File: config.mk
export PLATFORM = sky130hd
export DESIGN_NAME = fetch_sequencer
export DESIGN_NICKNAME = d
export VERILOG_FILES = /design/src/rtl/fetch_sequencer.sv
export SDC_FILE = /design/constraint.sdc
export NUM_CORES = 1
export LEC_CHECK = 0
export ABC_AREA = 1
export CORE_ASPECT_RATIO = 1.2
export CORE_MARGIN = 4
export CORE_UTILIZATION = 54
export DETAILED_ROUTE_END_ITERATION = 8
export DONT_BUFFER_PORTS = 1
export PLACE_DENSITY = 0.77
export SLEW_MARGIN = 10
export SYNTH_ARGS = -nofsm -noshare
export SYNTH_HDL_FRONTEND = slang
export SYNTH_SLANG_ARGS = --single-unit
export TNS_END_PERCENT = 30
File: constraint.sdc
create_clock -name clk -period 1.4 [get_ports clk]
set_input_delay 0.14 -clock clk [delete_from_list [all_inputs] [get_ports clk]]
set_output_delay 0.14 -clock clk [all_outputs]
set_load 0.005 [all_outputs]
File: src/rtl/fetch_sequencer.sv
// fetch_sequencer: instruction fetch sequencer around the program counter.
// Holds the PC, issues one instruction-memory request at a time, and hands each
// fetched word to decode over a valid/ready handshake. Supports redirects with
// squash of an in-flight fetch, halt/resume, and sticky misaligned-target flag.
//
// Ports:
//   clk, reset          clock (posedge), asynchronous active-low reset
//   imem_req/addr       fetch request and address (addr == pc while req)
//   imem_ack/rdata      memory response for the current request
//   inst_valid/pc/data  instruction presented to decode
//   inst_ready          decode accepts (transfer = inst_valid & inst_ready)
//   redirect_valid/target  one-cycle redirect pulse and new PC
//   halt                level; stop at the next instruction boundary
//   halted              sequencer sits in HALTED
//   misaligned          sticky; some redirect target had addr[1:0] != 0
//   pc                  next address to fetch
module fetch_sequencer #(
    parameter int                ADDR_W   = 32,
    parameter int                INST_W   = 32,
    parameter logic [ADDR_W-1:0] RESET_PC = '0,
    parameter int                PC_STEP  = 4
) (
    input  logic              clk,
    input  logic              reset,
    output logic              imem_req,
    output logic [ADDR_W-1:0] imem_addr,
    input  logic              imem_ack,
    input  logic [INST_W-1:0] imem_rdata,
    output logic              inst_valid,
    output logic [ADDR_W-1:0] inst_pc,
    output logic [INST_W-1:0] inst_data,
    input  logic              inst_ready,
    input  logic              redirect_valid,
    input  logic [ADDR_W-1:0] redirect_target,
    input  logic              halt,
    output logic              halted,
    output logic              misaligned,
    output logic [ADDR_W-1:0] pc
);

    typedef enum logic [1:0] {IDLE, REQ, HOLD, HALTED} state_t;

    localparam logic [ADDR_W-1:0] STEP = ADDR_W'(PC_STEP);

    state_t            state, state_nxt;
    logic [ADDR_W-1:0] pc_nxt, inst_pc_nxt;
    logic [INST_W-1:0] inst_data_nxt;
    logic              misaligned_nxt;
    // squash marks that the outstanding request belongs to a stale stream;
    // pend_target is where to go once that request finally acks.
    logic              squash, squash_nxt;
    logic [ADDR_W-1:0] pend_target, pend_target_nxt;
    logic              redir_bad;

    assign redir_bad  = redirect_target[1:0] != 2'b00;

    assign imem_req   = (state == REQ);
    assign imem_addr  = pc;
    assign inst_valid = (state == HOLD);
    assign halted     = (state == HALTED);

    always_comb begin
        state_nxt       = state;
        pc_nxt          = pc;
        inst_pc_nxt     = inst_pc;
        inst_data_nxt   = inst_data;
        misaligned_nxt  = misaligned;
        squash_nxt      = squash;
        pend_target_nxt = pend_target;

        if (redirect_valid && redir_bad) begin
            // Bad target: park in HALTED with pc untouched; only a later
            // aligned redirect restarts fetch.
            misaligned_nxt = 1'b1;
            squash_nxt     = 1'b0;
            state_nxt      = HALTED;
        end else begin
            case (state)
                IDLE: begin
                    if (redirect_valid) begin
                        pc_nxt    = redirect_target;
                        state_nxt = REQ;
                    end else begin
                        state_nxt = halt ? HALTED : REQ;
                    end
                end
                REQ: begin
                    if (redirect_valid) begin
                        if (imem_ack) begin
                            // Response this cycle is dropped; restart at target.
                            pc_nxt     = redirect_target;
                            squash_nxt = 1'b0;
                        end else begin
                            // Request stays on the bus; remember target (last wins).
                            pend_target_nxt = redirect_target;
                            squash_nxt      = 1'b1;
                        end
                    end else if (imem_ack) begin
                        if (squash) begin
                            pc_nxt     = pend_target;
                            squash_nxt = 1'b0;
                        end else begin
                            inst_data_nxt = imem_rdata;
                            inst_pc_nxt   = pc;
                            pc_nxt        = pc + STEP;
                            state_nxt     = HOLD;
                        end
                    end
                end
                HOLD: begin
                    if (redirect_valid) begin
                        pc_nxt    = redirect_target;
                        state_nxt = REQ;
                    end else if (inst_ready) begin
                        state_nxt = halt ? HALTED : REQ;
                    end
                end
                HALTED: begin
                    if (redirect_valid) begin
                        pc_nxt    = redirect_target;
                        state_nxt = REQ;
                    end
                end
                default: state_nxt = IDLE;
            endcase
        end
    end

    always_ff @(posedge clk or negedge reset) begin
        if (!reset) begin
            state       <= IDLE;
            pc          <= RESET_PC;
            inst_pc     <= '0;
            inst_data   <= '0;
            misaligned  <= 1'b0;
            squash      <= 1'b0;
            pend_target <= '0;
        end else begin
            state       <= state_nxt;
            pc          <= pc_nxt;
            inst_pc     <= inst_pc_nxt;
            inst_data   <= inst_data_nxt;
            misaligned  <= misaligned_nxt;
            squash      <= squash_nxt;
            pend_target <= pend_target_nxt;
        end
    end

endmodule

==> results.yml <==
route:
  dr.pass1.iters: 6
  routed_wl_mm: 26.53
  via_count: 7145
  route.detailed.drc: 0
  wl_per_cell_um: 22.52
  antenna_left: 0
  dr.first_iter.drc_count: 1086
  viasPerCell: 6.065
layout:
  nets: 1074
  drive_above_1_share_pct: 25.69
  final_util_pct: 77.77
  areaGrowthSynthToFinish_pct: 41.29
  stdcell_count: 1178
sta:
  period_needed_ns: 1.643
  maxSlewViolCount: 0
  max_freq_ghz: 0.6086
  worst_slack_ns: -0.2431
  setup_viol: 97
  fin_crit_sh_pct: 117.4
  finalHoldViolations: 134
  relSlewSlack_pct: 77.02
  holdWs_ns: -0.5869
  fin_setup_tns_ns: -7.694
  tightest_slew_ns: 0.3428
  skew_ns: 0.008252
  rsz0062_at_grt: "yes"
worst_setup_path:
  max_stage_delay_ns: 0.44
  worstPathArrival_ns: 1.94
  path_buf_inv: 1
  critPathLaunchType: "register"
  cp_cell_sequence: "ha_4 -> nand2_4 -> nor2_4 -> buf_6 -> nand3_4 -> nor2_2 -> nand2_1 -> nand2_1 -> nand2_1 -> nand2_1 -> a21oi_1"
  crit_top_cell: "nand2_1"
  worstPathRequired_ns: 1.70
  crit_type: "reg -> reg"
  cp-end-kind: "register"
  critPathSlowestCell: "dfrtp_1"
  worstPathMaxFanout: 4
  cp_top_family: "simple AND/OR/NAND/NOR gates"
outcome:
  violations: "hold timing, setup timing"
  status: "finished with violations"
power:
  power.leakage_nw: 4.508
  ir_worst_vdd_mv: 1.007
  power_density_mw_per_mm2: 2213
synthesis:
  synth_cell_types: 31
  synth-seq-cells: 132
  seq_area_frac_synth_pct: 49.77
  synth_top_cell_by_area: "dfrtp_1"
  synth-edff-count: 0
  avgSynthCellArea_um2: 7.602
  synth_area_mm2: 0.006636
  syn_inst: 873
  yosys-top-cells-area: "dfrtp_1 50%, nand2_1 18%, o21ai_0 5.4%"
  synth_top_area_share_pct: 49.77
  synth_ff_type: "dfrtp_1"
  yosysWarnings: 0
  syn_nets: 944
  synthArstFlopShare_pct: 100.0
global_routing:
  first_global_vias: 6221
  grt-ovfl-total: 0
  grt.total_usage_pct: 30.00
  antenna_found_initial: 1
  grt_max_degree: 133
  grt_pass1_wl_mm: 32.47
die:
  initial_core_util_pct: 55.04
  num_rows: 44
  dieHeight_um: 129.4
  die_w_um: 109.2
  die-area_mm2: 0.01413
  fp.coreArea_mm2: 0.01206
  ios: 202
clock_tree:
  tritoncts: "yes"
  clk_path_buf_depth: 2
  cts.sinks: 132
  cts_root_buf: "clkbuf_16"
  clk_latency_ns: 0.42
  h-tree-depth: 4
  path_clk_slew_ns: 0.06
  ctsHoldBuffers: 66
  cts-buffers-inserted: 17
flow_run:
  drv_cap: 0
min_path:
  hp-class: "in -> async"
placed_design:
  gp_congestion: 0.9430
  dp_cells: 1046
  dp_hpwl_mm: 13.74
  numPortBuffers: 0
[power breakdown]
part | total, mW | internal (mW) | switching [mW]
clock network | 4.28 | 2.46 | 1.82
logic | 9.11 | 3.67 | 5.44
registers | 7.36 | 5.64 | 1.72
[layout by cell type, fill, tap and decap left out, types with 4 or more instances in the layout]
cell type,n
nand2_1,262
dfrtp_1,128
buf_4,81
inv_1,66
dlygate4sd3_1,66
a21oi_1,57
o21ai_0,51
nor2_1,42
nand2_2,37
nand3_1,36
clkbuf_16,29
o21ai_1,24
nor2_4,15
nand2_4,14
nor2_2,12
buf_12,10
o211ai_1,8
buf_6,8
a22oi_1,7
a21oi_2,6
clkinvlp_4,5
o21ai_2,5
clkinv_4,5
inv_2,4
xor2_1,4
inv_6,4
dfrtp_2,4
[registers in the layout, indices dropped and copies added, names as in the netlist]
register	cells
state	2
inst_data	32
inst_pc	32
imem_addr	32
squash	1
misaligned	1
pend_target	32
[cell usage after synthesis, types with 2 or more instances]
| cell | count |
|---|---|
| nand2_1 | 313 |
| dfrtp_1 | 132 |
| o21ai_0 | 72 |
| inv_1 | 70 |
| nor2_1 | 66 |
| a21oi_1 | 63 |
| nand3_1 | 41 |
| buf_4 | 34 |
| clkbuf_1 | 16 |
| buf_2 | 14 |
| o211ai_1 | 8 |
| o21ai_1 | 8 |
| a22oi_1 | 7 |
| xor2_1 | 5 |
| buf_6 | 3 |
| inv_2 | 3 |
| buf_1 | 2 |
| inv_4 | 2 |
| nor2_2 | 2 |
[layer usage]
layer / global-route usage, % / part of all wire, %
met3: 6.876 / 13
met2: 48.55 / 46
met4: 14.16 / 6.8
met5: 0 / 0
met1: 38.18 / 35
[final timing paths]
kind	slack [ns]	endpoint	cells after the start	start
setup reg to reg	-0.24	imem_addr[20]	11	imem_addr[2]
min in group clk	-0.17	pend_target[10]	2	redirect_target[10]
hold reg to reg	0.48	pend_target[5]	2	pend_target[5]
max in group asynchronous	1.76	imem_addr[28]	0	reset
hold / removal	-0.59	inst_data[20]	0	reset
setup / recovery	-0.24	imem_addr[20]	11	imem_addr[2]
[layout make-up]
type                       count  area [µm²]
sequential                   132        3308
multi-input combinational    596        3080
timing repair buffer         179        1902
timing repair inverter         1       8.758
inverter                      76       315.3
tap                          161       201.4
fill                         695        2680
clock inverter                14       128.9
antenna                        1       2.502
clock buffer                  18       429.2
[cell families after synthesis]
| logic type | after synthesis | synth area share, % |
|---|---|---|
| AOI/OAI and AO/OA | 162 | 13.10 |
| adders and majority gates | 1 | 0.1885 |
| buffers and inverters | 145 | 10.80 |
| DFF | 132 | 49.77 |
| and+or+nand+nor | 428 | 25.47 |
| xor gates and xnor gates | 5 | 0.6598 |
[per-stage QoR]
stage | area [µm²] | power [mW] | hold slack [ns] | worst slack (ns)
2_1_floorplan | 6666 | 11.39 | -0.1556 | -0.03536
3_3_place_gp | 7157 | 13.70 | -0.1528 | -0.1546
3_5_place_dp | 7157 | 13.92 | -0.1524 | -0.1249
4_1_cts | 8589 | 18.69 | -0.5941 | -0.08327
5_1_grt | 9376 | 21.72 | -0.6004 | -0.3693
6_report | 9376 | 20.75 | -0.5869 | -0.2431
[what timing repair did]
| action | 4_1_cts | 5_1_grt |
|---|---|---|
| resized for setup | 48 | 118 |
| setup endpoints to repair | 65 | 125 |
| hold endpoints to repair | 224 | 134 |
| cloned | 1 | 13 |
| buffers inserted | 2 | 17 |
| pin swaps | 15 | 12 |
Note: power is estimated with default switching activity, not from simulation.
